==> config.mk <==
export PLATFORM = sky130hd
export DESIGN_NAME = mem_bus_arbiter
export DESIGN_NICKNAME = d
export VERILOG_FILES = /design/src/rtl/mem_bus_arbiter.sv
export SDC_FILE = /design/constraint.sdc
export NUM_CORES = 1
export LEC_CHECK = 0
export ABC_AREA = 1
export BUFFER_PORTS_ARGS = -buffer_cell sky130_fd_sc_hd__buf_2
export CELL_PAD_IN_SITES_DETAIL_PLACEMENT = 0
export CELL_PAD_IN_SITES_GLOBAL_PLACEMENT = 2
export CORE_MARGIN = 5
export CORE_UTILIZATION = 24
export DETAILED_ROUTE_END_ITERATION = 10
export HOLD_SLACK_MARGIN = 0.15
export PLACE_DENSITY = 0.79
export SYNTH_ARGS = -nofsm -noshare
export SYNTH_HDL_FRONTEND = slang
export SYNTH_SLANG_ARGS = --single-unit
==> constraint.sdc <==
create_clock -name clk -period 3.14 [get_ports clk]
set_clock_uncertainty 0.1 [all_clocks]
set_input_delay 0 -clock clk [delete_from_list [all_inputs] [get_ports clk]]
set_output_delay 0 -clock clk [all_outputs]
set_load 0.005 [all_outputs]
==> src/rtl/mem_bus_arbiter.sv <==
// Arbitrates the memory bus between DMA, D-cache and I-cache; one 4-word block per grant, no preemption.
// Commands are registered off the next state; each word waits for mem_valid; ready pulses the cycle after the last ack.
module mem_bus_arbiter #(
    parameter int WORD_SIZE   = 16,
    parameter int BLOCK_WORDS = 4
) (
    input  logic                             clk,
    input  logic                             reset_n,
    input  logic                             i_req,
    input  logic [15:0]                      i_addr,
    input  logic                             d_req,
    input  logic                             d_we,
    input  logic [15:0]                      d_addr,
    input  logic [WORD_SIZE*BLOCK_WORDS-1:0] d_wdata,
    input  logic                             BR,
    output logic                             BG,
    output logic                             mem_read,
    output logic                             mem_write,
    output logic [15:0]                      mem_addr,
    output logic [WORD_SIZE-1:0]             mem_wdata,
    input  logic [WORD_SIZE-1:0]             mem_rdata,
    input  logic                             mem_valid,
    output logic [WORD_SIZE*BLOCK_WORDS-1:0] fill_data,
    output logic                             i_ready,
    output logic                             d_ready,
    output logic                             bus_busy
);

    typedef enum logic [2:0] {
        IDLE      = 3'd0,
        I_FILL    = 3'd1,
        D_FILL    = 3'd2,
        D_WB      = 3'd3,
        DMA_GRANT = 3'd4,
        DONE      = 3'd5
    } state_t;

    state_t      state, state_nxt;
    logic [13:0] base;
    logic [1:0]  cnt;
    logic        in_fill, in_xfer, last_ack;
    logic        unused_addr_bits;

    assign unused_addr_bits = ^{i_addr[1:0], d_addr[1:0]};

    assign in_fill  = (state == I_FILL) || (state == D_FILL);
    assign in_xfer  = in_fill || (state == D_WB);
    assign last_ack = in_xfer && mem_valid && (cnt == 2'd3);

    always_comb begin
        state_nxt = state;
        case (state)
            IDLE: begin
                if (BR)
                    state_nxt = DMA_GRANT;
                else if (d_req)
                    state_nxt = d_we ? D_WB : D_FILL;
                else if (i_req)
                    state_nxt = I_FILL;
            end
            I_FILL, D_FILL, D_WB: begin
                if (last_ack)
                    state_nxt = DONE;
            end
            DMA_GRANT: begin
                if (!BR)
                    state_nxt = DONE;
            end
            DONE:    state_nxt = IDLE;
            default: state_nxt = IDLE;
        endcase
    end

    // Strobes are registered from the next state so they line up exactly with the state register.
    always_ff @(posedge clk or negedge reset_n) begin
        if (!reset_n) begin
            state     <= IDLE;
            mem_read  <= 1'b0;
            mem_write <= 1'b0;
            BG        <= 1'b0;
            i_ready   <= 1'b0;
            d_ready   <= 1'b0;
        end else begin
            state     <= state_nxt;
            mem_read  <= (state_nxt == I_FILL) || (state_nxt == D_FILL);
            mem_write <= (state_nxt == D_WB);
            BG        <= (state_nxt == DMA_GRANT);
            i_ready   <= last_ack && (state == I_FILL);
            d_ready   <= last_ack && (state != I_FILL);
        end
    end

    always_ff @(posedge clk or negedge reset_n) begin
        if (!reset_n) begin
            base <= '0;
            cnt  <= '0;
        end else if (state == IDLE && !BR && (d_req || i_req)) begin
            base <= d_req ? d_addr[15:2] : i_addr[15:2];
            cnt  <= '0;
        end else if (in_xfer && mem_valid) begin
            cnt <= cnt + 2'd1;
        end
    end

    // Words are overwritten in place, so the previous block stays visible until the next fill lands.
    always_ff @(posedge clk or negedge reset_n) begin
        if (!reset_n)
            fill_data <= '0;
        else if (in_fill && mem_valid)
            fill_data[cnt*WORD_SIZE +: WORD_SIZE] <= mem_rdata;
    end

    always_comb begin
        mem_wdata = '0;
        if (state == D_WB)
            mem_wdata = d_wdata[cnt*WORD_SIZE +: WORD_SIZE];
    end

    assign mem_addr = {base, cnt};
    assign bus_busy = (state != IDLE);

endmodule

-- Word level (Yosys, flattened, before mapping)
Cells that the tools add are included.
- register bits: 88
- input bits: 119
- output and inout port bits: 102
- logic and storage cells: 52
- add/subtract/negate cells: 2
- equal/unequal tests: 10
- shift operators: 3
- muxes and demuxes: 12
- reductions and logical operators: 16
- operator list (operator ; count):
    $bwmux W64 ; 1
    $shift A16 B34 Y64 const A ; 1
    $shiftx A16 B34 Y64 ; 1
    $shiftx A64 B7 Y16 ; 1
    $neg A6 Y34 ; 1
    $mux W16 ; 1
    $mux W3 ; 5
    $mux W14 ; 1
    $eq A3 B2 Y1 const B ; 4
    $pmux W3 S3 ; 1
    $logic_and A1 B1 Y1 ; 7
    $eq A3 B1 Y1 const B ; 2
    $eq A3 B3 Y1 const B ; 2
    $logic_or A1 B1 Y1 ; 4
    $mux W2 ; 2
    $logic_not A3 Y1 ; 1
    $ne A3 B1 Y1 const B ; 1
    $reduce_bool A3 Y1 ; 1
    $reduce_or A3 Y1 ; 1
    $add A2 B1 Y2 const B ; 1
    $eq A2 B2 Y1 const B ; 1
    $reduce_bool A2 Y1 ; 1
    $logic_not A1 Y1 ; 1
    $mux W1 ; 1

-- Depth between registers and ports, before layout
- word-level depth: 9
- gate-level depth with buffers: 11
- depth with buffers taken out: 8

-- Worst setup path after synthesis
No wires, ideal clock.
- path type: reg-to-reg
- start point: reg cnt[1]
- end point: reg fill_data[10]
- library setup time: 0.073 ns
- data arrival time: 2.112 ns
- data required time: 2.967 ns
- slack: 0.855 ns
- stages on the path, launching flop included: 12
- path buffers: 4
- clock period less this slack: 2.285 ns
- cell sequence: dfrtp_1 > buf_2 > clkinv_1 > buf_2 > ha_1 > buf_2 > inv_2 > nand2_1 > nor2_4 > buf_2 > nand2_1 > a21oi_2
- word-level cells in the longest chain between the ends: 3
- elaborated cells on any way between the ends: 4
- those cells by class: 1 x add/sub; 2 x shift; 1 x mux
- RTL lines (item ; RTL line ; source):
    start: declaration ; 40 ; logic [1:0] cnt;
    start signal: assignment ; 101 ; cnt <= cnt + 2'd1;
    $neg A6 Y34 * ; 110 ; fill_data[cnt*WORD_SIZE +: WORD_SIZE] <= mem_rdata;
    $shiftx A16 B34 Y64 / $shift A16 B34 Y64 (equally long branches) ; 110 ;
    $bwmux W64 * ; 110 ;
    end signal: indexed assignment ; 110 ;
    end: declaration ; 23 ; output logic [WORD_SIZE*BLOCK_WORDS-1:0] fill_data,
Mark *: on every way between the ends. The rest lies on a longest branch, timed or not.
A chain may end at the register's enable or synchronous reset.

-- Final worst setup path
- start point: reg cnt[1]
- end point: reg fill_data[13]
The elaborated chain is that of the path after synthesis.

==> results.toml <==
[sta]
setup_slack_ps = 833.0
slew_headroom_pct = 38.54
period_minus_slack_ps = 2307
tightest_slew_ps = 919.6
final.setup.tns_ps = 0
finalHoldViolCount = 0
period_share_pct = 73.47
final_max_slew_viol_count = 0
rsz0062_at_grt = "no"
setup_viol = 0
fmax_mhz = 433.5

[detailed_routing]
vias = 4742
wl_per_cell_um = 15.46
drt-initial-drc-count = 211
postRouteWirelength_mm = 16.78
drt_first_pass_iters = 5
wl_met2_mm = 8.142
met1_length_mm = 7.295
dr_wl_met3_um = 996
ant_nets = 0
via_per_inst = 4.371
routed.top_layer = "met4"
drc = 0

[global_routing]
first_global_vias = 4812
grt_pass1_wl_mm = 26.12
antenna_found_initial = 0
overflow = 0
gr-usage-all-layers_pct = 15.30
grt_max_degree = 70

[critical_path]
crit_arrival_ps = 2480
worst-path-max-fanout = 20
r2r-start = "cnt[1]"
worstPathRequired_ps = 3310
startpoint = "cnt[1]"
critPathKind = "flip-flop to flip-flop"
r2r_cells = 8
cp-end-kind = "flip-flop"
rrSetupSlack_ps = 830
startpoint_type = "flip-flop"
crit_end = "fill_data[13]"
r2r_end = "fill_data[13]"

[worst_hold_path]
hp-class = "input pin to asynchronous set/reset pin"

[run_status]
status = "completed"

[cts]
clkTransAtPathRegs_ps = 70
htreeDepth = 3
cts.sinks = 88
clockBufferDepth = 2
cts_root_buffer = "clkbuf_16"
clock_latency_ps = 350
cts_made_buffers = 9
cts_tree = "done"
cts_resized = 0
post-cts-setup-buffers = 0

[power_and_ir_drop]
p_int_mw = 3.106
seqPwrFrac_pct = 33.0
switchingPower_mw = 2.099
power_mw = 5.205
peakVddDrop_mv = 0.2304
power_frac_clock_pct = 21.1
swShare_pct = 40.33
power_density_nw_per_um2 = 773.3
combPwrFrac_pct = 45.9
p_leak_nw = 3.426

[yosys]
postSynthAreaPerCell_um2 = 7.723
syn-num-nets = 709
yosys_warnings = 0
yosysSeqAreaShare_pct = 48.74
synth.distinct_cells = 28
syn_inst = 585
synth-seq-cells = 88
synth_area_um2 = 4518

[floorplan]
die_area_um2 = 21670
die_w_um = 147.2
rows = 50
die_y_um = 147.2
core_area_um2 = 18640
ios = 221
start_util_pct = 24.23

[cells_and_area]
area_growth_pct = 48.99
layout-drive-gt1-share_pct = 31.37
diodes = 0
fin_nets = 971

[placed_design]
gp_congestion = 0.7579
port_buffers = 216
dp_hpwl_mm = 11.64
dp_slack_ps = 811.1

[run]
max_cap_viol_count = 0
cells in the mapped netlist, drive strengths merged:
master	n	area [um^2]
nand2	112	430.4
nor2	138	538.0
o21ai	84	420.4
clkinv	1	3.750
nor3b	1	18.77
nor3	1	5.000
dfrtp	88	2202
nor4	1	6.260
buf	24	137.6
clkbuf	15	56.30
nand3	38	195.2
inv	28	105.1
nand3b	1	7.510
o22ai	1	6.260
a21oi	33	217.7
o31ai	14	105.1
ha	5	62.56
cell usage in the layout (no fill, tap or decap):
master / n
clkbuf_16: 9
nand2_1: 110
buf_2: 215
a21oi_2: 14
nor3b_4: 1
o21ai_0: 69
clkbuf_8: 1
bufinv_16: 1
nor2_1: 134
nand3_2: 1
dfrtp_2: 1
o22ai_1: 1
nand3b_1: 1
nand2_2: 1
dfrtp_1: 87
a21oi_1: 19
nor4_1: 1
nor2_2: 2
clkinvlp_4: 1
buf_4: 10
o21ai_2: 1
inv_1: 25
o31ai_1: 14
nand3_1: 37
clkinv_4: 2
nor2_4: 2
dlygate4sd3_1: 64
ha_1: 5
o21ai_1: 14
nand2_4: 1
clkbuf_1: 1
clkinv_1: 1
nor3_1: 1
inv_2: 3
buf_12: 1
metrics by stage:
step	instance area, um^2	cells	hold slack, ps	util [%]
6_report	6731	1085	202.8	36.11
5_1_grt	6731	1085	294.3	36.11
4_1_cts	6731	1085	244.2	36.11
3_5_place_dp	5793	1006	82.49	31.07
3_3_place_gp	5793	1006	72.91	31.07
2_1_floorplan	4518	585	-395.6	-
cell type report:
class | count | area [um^2]
clock buffer | 11 | 242.7
multi-input combinational | 429 | 2017
inverter | 29 | 108.9
tap | 234 | 292.8
timing repair buffer | 290 | 1812
clock inverter | 4 | 55.05
fill | 2008 | 11910
sequential | 88 | 2203
worst max-delay path, cell delays in order, from the launching register on:
cell      delay (ps)
dfrtp_1          320
buf_4            250
clkinv_1         160
ha_1             320
inv_2            290
nand2_1          160
nor2_4           360
nand2_1          120
a21oi_2          160
per-layer routing:
layer,vias to the layer above,global-route usage (%)
li1,2419,-
met1,2149,19.17
met2,153,25.74
met3,21,4.102
met4,0,4.846
met5,-,0
power by group through the flow:
stage	registers [mW]	logic (mW)	clock network, mW
2_1_floorplan	1.76	1.27	0
3_3_place_gp	1.73	2.22	0
3_5_place_dp	1.74	2.23	0
4_1_cts	1.72	2.43	1.13
5_1_grt	1.77	2.69	1.17
6_report	1.72	2.39	1.10
worst min path at each step:
stage                      startpoint            to  slack, ps  cells after the start
after floorplan               reset_n            BG       -400                      0
after global placement        reset_n       base[0]         70                      1
after detailed placement      reset_n            BG         80                      1
after CTS                     reset_n            BG        240                      2
after global routing      d_wdata[52]  mem_wdata[4]        290                      4
final                         reset_n            BG        200                      2
flip-flops by register name, indices dropped and copies added, names as in the netlist:
register	count
BG	1
mem_read	1
d_ready	1
mem_write	1
fill_data	64
cnt	2
base	14
state	3
i_ready	1
logic make-up (layout without fill, tap and decap cells):
logic type               after synthesis  in the layout  share of synthesized area [%]
AO/OA/AOI/OAI                        132            132                          16.59
buffers and inverters                 68            334                          6.702
adder cells (fa/ha/maj)                5              5                          1.385
AND/OR/NAND/NOR                      292            292                          26.59
flip-flops                            88             88                          48.74
timing repair:
action,4_1_cts,5_1_grt
hold buffers,64,0
endpoints found under the setup margin,0,0
endpoints found under the hold margin,154,0
No activity file was read; power rests on OpenSTA's default activity.
